$ cat config.mk
export PLATFORM = sky130hd
export DESIGN_NAME = bus_uart_tx
export DESIGN_NICKNAME = d
export VERILOG_FILES = /design/src/rtl/bus_uart_tx_pkg.sv /design/src/rtl/bus_uart_tx_fifo.sv /design/src/rtl/bus_uart_tx.sv
export SDC_FILE = /design/constraint.sdc
export NUM_CORES = 1
export LEC_CHECK = 0
export ABC_AREA = 1
export BUFFER_PORTS_ARGS = -buffer_cell sky130_fd_sc_hd__buf_2
export CELL_PAD_IN_SITES_DETAIL_PLACEMENT = 1
export CELL_PAD_IN_SITES_GLOBAL_PLACEMENT = 1
export CORE_MARGIN = 1
export CORE_UTILIZATION = 32
export DETAILED_ROUTE_END_ITERATION = 8
export GPL_TIMING_DRIVEN = 0
export PLACE_DENSITY_LB_ADDON = 0.08
export SETUP_SLACK_MARGIN = 0.15
export SYNTH_ARGS = -nofsm -noshare
export SYNTH_HDL_FRONTEND = slang
export SYNTH_SLANG_ARGS = --single-unit
$ cat constraint.sdc
create_clock -name i_clk -period 3.25 [get_ports i_clk]
set_input_delay 0.325 -clock i_clk [delete_from_list [all_inputs] [get_ports i_clk]]
set_output_delay 0.325 -clock i_clk [all_outputs]
set_load 0.05 [all_outputs]
$ cat src/rtl/bus_uart_tx_pkg.sv
// Shared definitions for the bus-mapped UART transmitter: FSM states, register
// offsets, STATUS bit positions and a STATUS packing helper.
package bus_uart_tx_pkg;

  typedef enum logic [1:0] {
    StIdle  = 2'd0,
    StStart = 2'd1,
    StData  = 2'd2,
    StStop  = 2'd3
  } tx_state_e;

  localparam logic [15:0] RegData   = 16'd0;
  localparam logic [15:0] RegStatus = 16'd1;

  localparam int unsigned StatusBusy  = 0;
  localparam int unsigned StatusFull  = 1;
  localparam int unsigned StatusEmpty = 2;
  localparam int unsigned StatusOvf   = 3;

  function automatic logic [7:0] status_pack(input logic busy, input logic full,
                                             input logic empty, input logic ovf);
    logic [7:0] s;
    s              = 8'h00;
    s[StatusBusy]  = busy;
    s[StatusFull]  = full;
    s[StatusEmpty] = empty;
    s[StatusOvf]   = ovf;
    return s;
  endfunction

endpackage

$ cat src/rtl/bus_uart_tx_fifo.sv
// Small synchronous FIFO queueing bytes for the UART serialiser.
// A push while full is accepted only when a pop frees a slot in the same cycle.
module bus_uart_tx_fifo #(
  parameter int unsigned WIDTH = 8,
  parameter int unsigned LOG2  = 2
) (
  input  logic             i_clk,
  input  logic             i_rst_n,
  input  logic             i_push,
  input  logic             i_pop,
  input  logic [WIDTH-1:0] i_din,
  output logic [WIDTH-1:0] o_dout,
  output logic             o_full,
  output logic             o_empty
);

  localparam int unsigned DEPTH = 1 << LOG2;

  logic [WIDTH-1:0] r_mem [DEPTH];
  logic [LOG2-1:0]  r_wr_ptr;
  logic [LOG2-1:0]  r_rd_ptr;
  logic [LOG2:0]    r_count;

  logic w_push_ok;
  logic w_pop_ok;

  always_comb begin
    o_full    = (r_count == (LOG2 + 1)'(DEPTH));
    o_empty   = (r_count == '0);
    o_dout    = r_mem[r_rd_ptr];
    w_pop_ok  = i_pop && !o_empty;
    w_push_ok = i_push && (!o_full || w_pop_ok);
  end

  always_ff @(posedge i_clk) begin
    if (!i_rst_n) begin
      r_wr_ptr <= '0;
      r_rd_ptr <= '0;
      r_count  <= '0;
    end else begin
      if (w_push_ok) r_wr_ptr <= r_wr_ptr + 1'b1;
      if (w_pop_ok)  r_rd_ptr <= r_rd_ptr + 1'b1;
      if (w_push_ok && !w_pop_ok) begin
        r_count <= r_count + 1'b1;
      end else if (!w_push_ok && w_pop_ok) begin
        r_count <= r_count - 1'b1;
      end
    end
  end

  // Storage needs no reset; occupancy is tracked by the pointers and count.
  always_ff @(posedge i_clk) begin
    if (w_push_ok) r_mem[r_wr_ptr] <= i_din;
  end

endmodule

$ cat src/rtl/bus_uart_tx.sv
// Memory-mapped 8N1 UART transmitter: address decode, STATUS read mux, sticky
// overflow flag and the serialiser FSM driving a registered tx line.
module bus_uart_tx
  import bus_uart_tx_pkg::*;
#(
  parameter logic [15:0] BASE      = 16'hD000,
  parameter int unsigned CLK_DIV   = 104,
  parameter int unsigned FIFO_LOG2 = 2
) (
  input  logic        i_clk,
  input  logic        i_rst_n,
  input  logic        i_rw,
  input  logic [15:0] i_ad,
  input  logic [7:0]  i_d_in,
  output logic [7:0]  o_d_out,
  output logic        o_hit,
  output logic        o_tx
);

  localparam logic [15:0] DataAddr   = BASE + RegData;
  localparam logic [15:0] StatusAddr = BASE + RegStatus;
  localparam logic [15:0] BaudLast   = 16'(CLK_DIV - 1);

  tx_state_e   r_state;
  tx_state_e   w_state_nxt;
  logic [15:0] r_baud_cnt;
  logic [15:0] w_baud_cnt_nxt;
  logic [2:0]  r_bit_idx;
  logic [2:0]  w_bit_idx_nxt;
  logic [7:0]  r_shift;
  logic [7:0]  w_shift_nxt;
  logic        r_tx;
  logic        w_tx_nxt;
  logic        r_ovf;

  logic        w_sel_data;
  logic        w_sel_status;
  logic        w_push;
  logic        w_pop;
  logic        w_ovf_clr;
  logic        w_full;
  logic        w_empty;
  logic [7:0]  w_fifo_dout;
  logic        w_bit_done;
  logic [7:0]  w_status;
  logic        w_unused_d_in;

  always_comb begin
    w_sel_data    = (i_ad == DataAddr);
    w_sel_status  = (i_ad == StatusAddr);
    o_hit         = w_sel_data || w_sel_status;
    w_push        = !i_rw && w_sel_data;
    w_ovf_clr     = !i_rw && w_sel_status && i_d_in[StatusOvf];
    w_unused_d_in = ^{i_d_in[7:4], i_d_in[2:0]};
    w_status      = status_pack((r_state != StIdle) || !w_empty, w_full, w_empty, r_ovf);
    o_d_out       = 8'h00;
    if (i_rw && w_sel_status) o_d_out = w_status;
  end

  bus_uart_tx_fifo #(
    .WIDTH (8),
    .LOG2  (FIFO_LOG2)
  ) u_fifo (
    .i_clk   (i_clk),
    .i_rst_n (i_rst_n),
    .i_push  (w_push),
    .i_pop   (w_pop),
    .i_din   (i_d_in),
    .o_dout  (w_fifo_dout),
    .o_full  (w_full),
    .o_empty (w_empty)
  );

  // A dropped push is one that arrives full with no pop freeing a slot.
  always_ff @(posedge i_clk) begin
    if (!i_rst_n) begin
      r_ovf <= 1'b0;
    end else if (w_push && w_full && !w_pop) begin
      r_ovf <= 1'b1;
    end else if (w_ovf_clr) begin
      r_ovf <= 1'b0;
    end
  end

  always_ff @(posedge i_clk) begin
    if (!i_rst_n) begin
      r_state    <= StIdle;
      r_baud_cnt <= '0;
      r_bit_idx  <= '0;
      r_shift    <= '0;
      r_tx       <= 1'b1;
    end else begin
      r_state    <= w_state_nxt;
      r_baud_cnt <= w_baud_cnt_nxt;
      r_bit_idx  <= w_bit_idx_nxt;
      r_shift    <= w_shift_nxt;
      r_tx       <= w_tx_nxt;
    end
  end

  // tx is loaded with the level of the state being entered, so it is registered.
  always_comb begin
    w_state_nxt    = r_state;
    w_baud_cnt_nxt = r_baud_cnt + 16'd1;
    w_bit_idx_nxt  = r_bit_idx;
    w_shift_nxt    = r_shift;
    w_tx_nxt       = r_tx;
    w_pop          = 1'b0;
    w_bit_done     = (r_baud_cnt == BaudLast);
    case (r_state)
      StIdle: begin
        w_baud_cnt_nxt = '0;
        w_tx_nxt       = 1'b1;
        if (!w_empty) begin
          w_pop       = 1'b1;
          w_shift_nxt = w_fifo_dout;
          w_state_nxt = StStart;
          w_tx_nxt    = 1'b0;
        end
      end
      StStart: begin
        if (w_bit_done) begin
          w_baud_cnt_nxt = '0;
          w_bit_idx_nxt  = '0;
          w_state_nxt    = StData;
          w_tx_nxt       = r_shift[0];
        end
      end
      StData: begin
        if (w_bit_done) begin
          w_baud_cnt_nxt = '0;
          if (r_bit_idx == 3'd7) begin
            w_state_nxt = StStop;
            w_tx_nxt    = 1'b1;
          end else begin
            w_shift_nxt   = {1'b0, r_shift[7:1]};
            w_bit_idx_nxt = r_bit_idx + 3'd1;
            w_tx_nxt      = r_shift[1];
          end
        end
      end
      StStop: begin
        if (w_bit_done) begin
          w_baud_cnt_nxt = '0;
          if (!w_empty) begin
            w_pop       = 1'b1;
            w_shift_nxt = w_fifo_dout;
            w_state_nxt = StStart;
            w_tx_nxt    = 1'b0;
          end else begin
            w_state_nxt = StIdle;
            w_tx_nxt    = 1'b1;
          end
        end
      end
      default: begin
        w_state_nxt = StIdle;
        w_tx_nxt    = 1'b1;
      end
    endcase
  end

  assign o_tx = r_tx;

endmodule
* Yosys cells after proc, flatten, opt, wreduce, memory -nomap -nowiden
Memories as Yosys holds them, arrays and structs flattened. A register that Yosys moved wholly into a read port is not among the register bits.
Index checks and enable logic that the tools add are counted.
** Word-level totals
- Output and inout bits :: 10
- Register bits after elaboration :: 38
- Memory bits (writable) :: 32
- Memories kept :: 1
- Word-level logic and storage cells :: 97
** Memories
- u_fifo.r_mem :: words 4, bits a word 8, rd ports 1, clocked after memory_dff 1, wr ports 1, line bus_uart_tx_fifo.sv:19 : logic [WIDTH-1:0] r_mem [DEPTH];
** Operators by class
- Multiplexer cells :: 36
- Add/subtract/negate cells :: 6
- Reduce and logical (&&, ||, !) cells :: 31
- Equal/unequal tests :: 14
** Operator list (number)
- == test 16 bit, second input constant :: 2
- 2-to-1 mux 8 bit :: 4
- one-hot mux 16 bit (2 select lines) :: 1
- one-hot mux 8 bit (3 select lines) :: 1
- adder 16 x 1 -> 16 bit, second input constant :: 1
- == test 16 x 7 -> 1 bit, second input constant :: 1
- 2-to-1 mux 16 bit :: 1
- 2-to-1 mux 3 bit :: 5
- 2-to-1 mux 2 bit :: 7
- 2-to-1 mux 1 bit :: 12
- inequality test 2 bit, second input constant :: 6
- logical AND 1 bit :: 10
- one-hot mux 2 bit (4 select lines) :: 1
- AND reduction 4 bit :: 2
- nonzero test 2 bit :: 4
- adder 3 x 1 -> 3 bit, second input constant :: 2
- == test 3 bit, second input constant :: 2
- zero test 1 bit :: 6
- one-hot mux 3 bit (2 select lines) :: 1
- AND reduction 5 bit :: 1
- adder 2 x 1 -> 2 bit, second input constant :: 2
- == test 2 bit, second input constant :: 2
- 2-to-1 mux 4 bit :: 1
- one-hot mux 1 bit (4 select lines) :: 1
- 9 further kinds :: 11

* Logic depth before layout (Yosys ltp)
- Depth after elaboration :: 11
- Depth in mapped cells :: 16
- Mapped depth without buffers :: 16

* Hierarchy
A second synthesis with hierarchy kept.
** Second synthesis, totals
- Cell total of the unflattened synthesis :: 438
- Area, all modules :: 3643.5 µm²
** Modules (own cells, without submodules)
- bus_uart_tx :: times used 1, cells an instance 290, sequential area each 620.6 µm², area an instance 1940.6 µm²
- bus_uart_tx_fifo :: times used 1, cells an instance 148, sequential area each 1141.1 µm², area an instance 1702.9 µm²

* Worst setup path after synthesis
OpenSTA, ideal clock, no wires.
- Path kind :: register to register
- From :: register r_state[0]
- To :: register u_fifo.r_count[2]
- Cell stages (with the launch flop) :: 15
- Path slack :: 0.849 ns
- Setup time :: 0.122 ns
- Data arrival time :: 2.279 ns
- Path through :: dfxtp_1 > inv_1 > ha_1 > nor2_1 > nand2_1 > nand3_1 > nand2_1 > inv_1 > ha_1 > inv_1 > fa_1 > a21oi_1 > o21ai_0 > o21ai_0 > a21oi_1
** On the way
- Cells in the longest elaborated chain, start to end :: 8
- Elaborated cells between the ends (all ways) :: 12
- Those cells by class :: 1 x eq/ne; 2 x mux; 9 x reduce/logical
** RTL lines
- from (decl) :: line bus_uart_tx.sv:24 : tx_state_e r_state;
- from (signal assigned) :: line bus_uart_tx.sv:87 : r_state <= StIdle;
- from (signal assigned) :: line bus_uart_tx.sv:93 : r_state <= w_state_nxt;
- == test 2 bit / zero test 2 bit (equally long branches) :: line bus_uart_tx.sv:110 : case (r_state)
- one-hot mux 1 bit (2 select lines) (*) :: line bus_uart_tx.sv:110
- logical AND 1 bit (*) :: line bus_uart_tx_fifo.sv:31 : w_pop_ok = i_pop && !o_empty;
- logical OR 1 bit (*) :: line bus_uart_tx_fifo.sv:32 : w_push_ok = i_push && (!o_full || w_pop_ok);
- logical AND 1 bit (*) :: line bus_uart_tx_fifo.sv:32
- net u_fifo.w_push_ok :: line bus_uart_tx_fifo.sv:24 : logic w_push_ok;
- zero test 1 bit :: line bus_uart_tx_fifo.sv:45 : end else if (!w_push_ok && w_pop_ok) begin
- logical AND 1 bit :: line bus_uart_tx_fifo.sv:45
- nonzero test 2 bit (no source line)
- to (signal assigned) :: line bus_uart_tx_fifo.sv:44 : r_count <= r_count + 1'b1;
- to (signal assigned) :: line bus_uart_tx_fifo.sv:46 : r_count <= r_count - 1'b1;
- to (decl) :: line bus_uart_tx_fifo.sv:22 : logic [LOG2:0] r_count;
The timed path passes the listed nets; every way through them passes the cells marked *.
A chain may end at the register's enable or synchronous reset.

* Worst setup path in the final report
Same ends and word-level chain as after synthesis.

==> metrics <==
status=completed; Post-Synth Simple-Gate Area=around 27%; crit path max fanout=5; CP most frequent cell=inv_1; row count=38; gpl congestion=0.720; Switching Fraction=around 39%; main combinational cell family by area after synthesis=simple AND/OR/NAND/NOR gates; Die Wd=roughly 110 um; Lkg Pwr=1.68 nW; Final WS setup=0.499 ns; met3 WL=about 350 um; WS Path Type=reg -> reg; XOR/XNOR share of the synthesized area=less than 1%; f_max=363 MHz; Reg power frac=~39%; post-synth top area cell=edfxtp_1; ANT cells=0; Starting Density=approximately 33%; Primary FF master, synth=dfxtp_1; worst-margin pin slew=roughly 0.9 ns; synth unique cells=36; Mean Syn Cell Area=roughly 8.3 um^2; mux share of post-synthesis cell area=0%; DP HPWL=roughly 6.2 mm; WL met1=between 4 and 5 mm; ranking of synthesized cells by area=edfxtp_1, dfxtp_1, nand2_1; max-slew violations=0; Final Setup Violations=0; CP endpoint kind=register; Post-Syn Instances=around 430; NetSw=1.12 mW; most frequent cell after synthesis=nand2_1; Post-synth EDFFs=32; Final Hold Fails=0; initial DRC count=80; startpoint types=register; Hold/Removal Path Class=in -> reg; antenna viol nets, final=0; port bufs=31; I/O pins=37; CTS tree=yes; Die ar.=about 12,000 um^2; CTS buffer count=9; initial antenna violation count=0; largest net degree at the start of global routing=15; WP data arrival=3.01 ns; WL final=between 8 and 9 mm; Skew-Pair Late Insertion Delay=0.37 ns; GRT overflow=0; Syn. warnings=0; Cell Chain, Critical Path=inv_1 -> ha_1 -> nor2_1 -> nand2_1 -> nand3_2 -> nand2_1 -> inv_1 -> ha_1 -> inv_1 -> fa_1 -> a21oi_1 -> o21ai_0 -> o21ai_0 -> a21oi_1; Core Area=roughly 11,000 um^2; post-route DRC violation count=0; DR WL met2=between 3 and 4 mm; setup bufs post-CTS=0; minimum clock period=around 2.8 ns; Max Cap Violations=0; Crit-path slowest cell=dfxtp_1; final net count=about 520; Synth top area share=27.0%; Area Overhead vs Synth=15.5%; Total GRT Usage=between 10% and 20%; Initial DRT Pass Iterations=4; crit-path max cell delay=around 0.4 ns; synth cell count leaders=nand2_1, nor2_1, inv_1, dfxtp_1, nand3_1; clk sink count=just over 70; clk buf depth=2; synthesized area=roughly 3600 um^2; Die Y=around 110 um; Root Buffer=clkbuf_8; power per cell area=700 nW/um^2; CTS H-tree depth=3; layout cell share with drive strength beyond 1=around 17%; Comb power frac=between 30% and 40%; vias in the first global route=roughly 2,900; asr flop ratio synth=0%; Synth Area in Adders=a little over 5%; vias per cell=about 4.7; first-pass GRT wire length=14.0 mm; WP data required=around 3.5 ns; fin crit share=a little over four fifths; post-synthesis sequential area ratio=around half; clock skew=around 0.0063 ns; cell-internal power=1.75 mW; Clk pin slew, worst setup/hold paths=around 0.09 ns; compound-cell area share of the yosys netlist=10.8%; Slew HR=39.5%; Top Layer Used=met4; Avg WL per Cell=~14 um; FF+latch count, synth=72; vias post-DR=between 2,000 and 3,000; Total Neg Setup Slack=0 ns; worst vdd ir=~0.23 mV; Clk pwr share=25.9%; Place WS=around 0.43 ns; RSZ-0062 raised after global routing=no
[per-stage QoR]
stage	util, %	power (mW)	instance area, um^2	instances	hold slack (ns)
2_1_floorplan	-	1.89	3570	432	0.424
3_3_place_gp	35.9	2.13	3900	603	0.448
3_5_place_dp	35.9	2.16	3900	603	0.464
4_1_cts	37.8	2.92	4100	619	0.146
5_1_grt	37.9	3.11	4100	619	0.157
6_report	37.9	2.87	4100	619	0.170
[flip-flops by register name, indices dropped and copies added (netlist names), named ones only]
signal	flops
r_ovf	1
u_fifo.r_wr_ptr	2
r_state	2
r_bit_idx	3
u_fifo.r_mem	32
r_shift	8
u_fifo.r_rd_ptr	2
r_baud_cnt	16
o_tx	1
u_fifo.r_count	3
[area by class of cell]
| cell class | instances | area (um^2) |
|---|---|---|
| Fill cell | 1320 | 6740 |
| Sequential cell | 72 | 1760 |
| Multi-Input combinational cell | 300 | 1560 |
| Inverter | 48 | 180 |
| Tap cell | 140 | 175 |
| Timing Repair Buffer | 31 | 155 |
| Clock buffer | 9 | 124 |
| Clock inverter | 7 | 78.8 |
| Buffer | 12 | 73.8 |
[per-layer routing]
metal	vias up	global-route usage, %
met1	1358	21.6
met4	0	7.44
li1	1490	-
met3	16	4.12
met5	-	0
met2	47	24.7
[worst max-delay path: cells and delay by family, from the launching register on]
family	cells	cell delay [ns]
buf+inv	3	0.26
flops	1	0.39
compound gates	4	0.51
fa+ha+maj	3	0.87
simple gates	4	0.60
[worst paths after layout]
| check | from | to | slack (ns) | depth (start not counted) |
|---|---|---|---|---|
| min | i_d_in[4] | u_fifo.r_mem[0][4]$_DFFE_PP_ | 0.17 | 1 |
| max reg2reg | r_state[0]$_SDFFE_PN0P_ | u_fifo.r_count[2]$_SDFFE_PN0P_ | 0.50 | 14 |
| min reg2reg | r_baud_cnt[15]$_SDFF_PP0_ | r_baud_cnt[15]$_SDFF_PP0_ | 0.48 | 2 |
| max | r_state[0]$_SDFFE_PN0P_ | u_fifo.r_count[2]$_SDFFE_PN0P_ | 0.50 | 14 |
[layout by cell type (no fill, tap or decap), drive strengths merged, types with 2 or more instances in the layout]
| cell type | netlist | layout |
|---|---|---|
| clkbuf | 4 | 13 |
| nor2 | 70 | 70 |
| nand4 | 5 | 5 |
| clkinv | 0 | 4 |
| nand3 | 34 | 34 |
| edfxtp | 32 | 32 |
| a21oi | 29 | 29 |
| ha | 13 | 13 |
| dfxtp | 40 | 40 |
| or2 | 2 | 2 |
| nand2 | 92 | 92 |
| nor3 | 9 | 9 |
| buf | 8 | 39 |
| o21ai | 26 | 26 |
| inv | 48 | 50 |
| conb | 1 | 4 |
| a21boi | 7 | 7 |
[repair_timing]
item                       4_1_cts  5_1_grt
setup endpoints to repair        0        1
hold buffers                     0        0
gates resized for setup          0        1
[logic make-up (layout without fill, tap and decap cells)]
logic type,Yosys count,after routing
compound gates,67,67
xor+xnor,1,1
fa+ha+maj,14,14
buf+inv,60,107
simple gates,214,214
flops,72,72
other cells,1,4
[power groups by stage]
stage	clock network (mW)	registers, mW	logic (mW)
floorplan	0	1.13	0.756
global placement	0	1.13	1.00
detailed placement	0	1.13	1.02
CTS	0.770	1.11	1.03
global route	0.808	1.13	1.17
finish	0.744	1.11	1.02
Power figures use the tool's default switching activity.
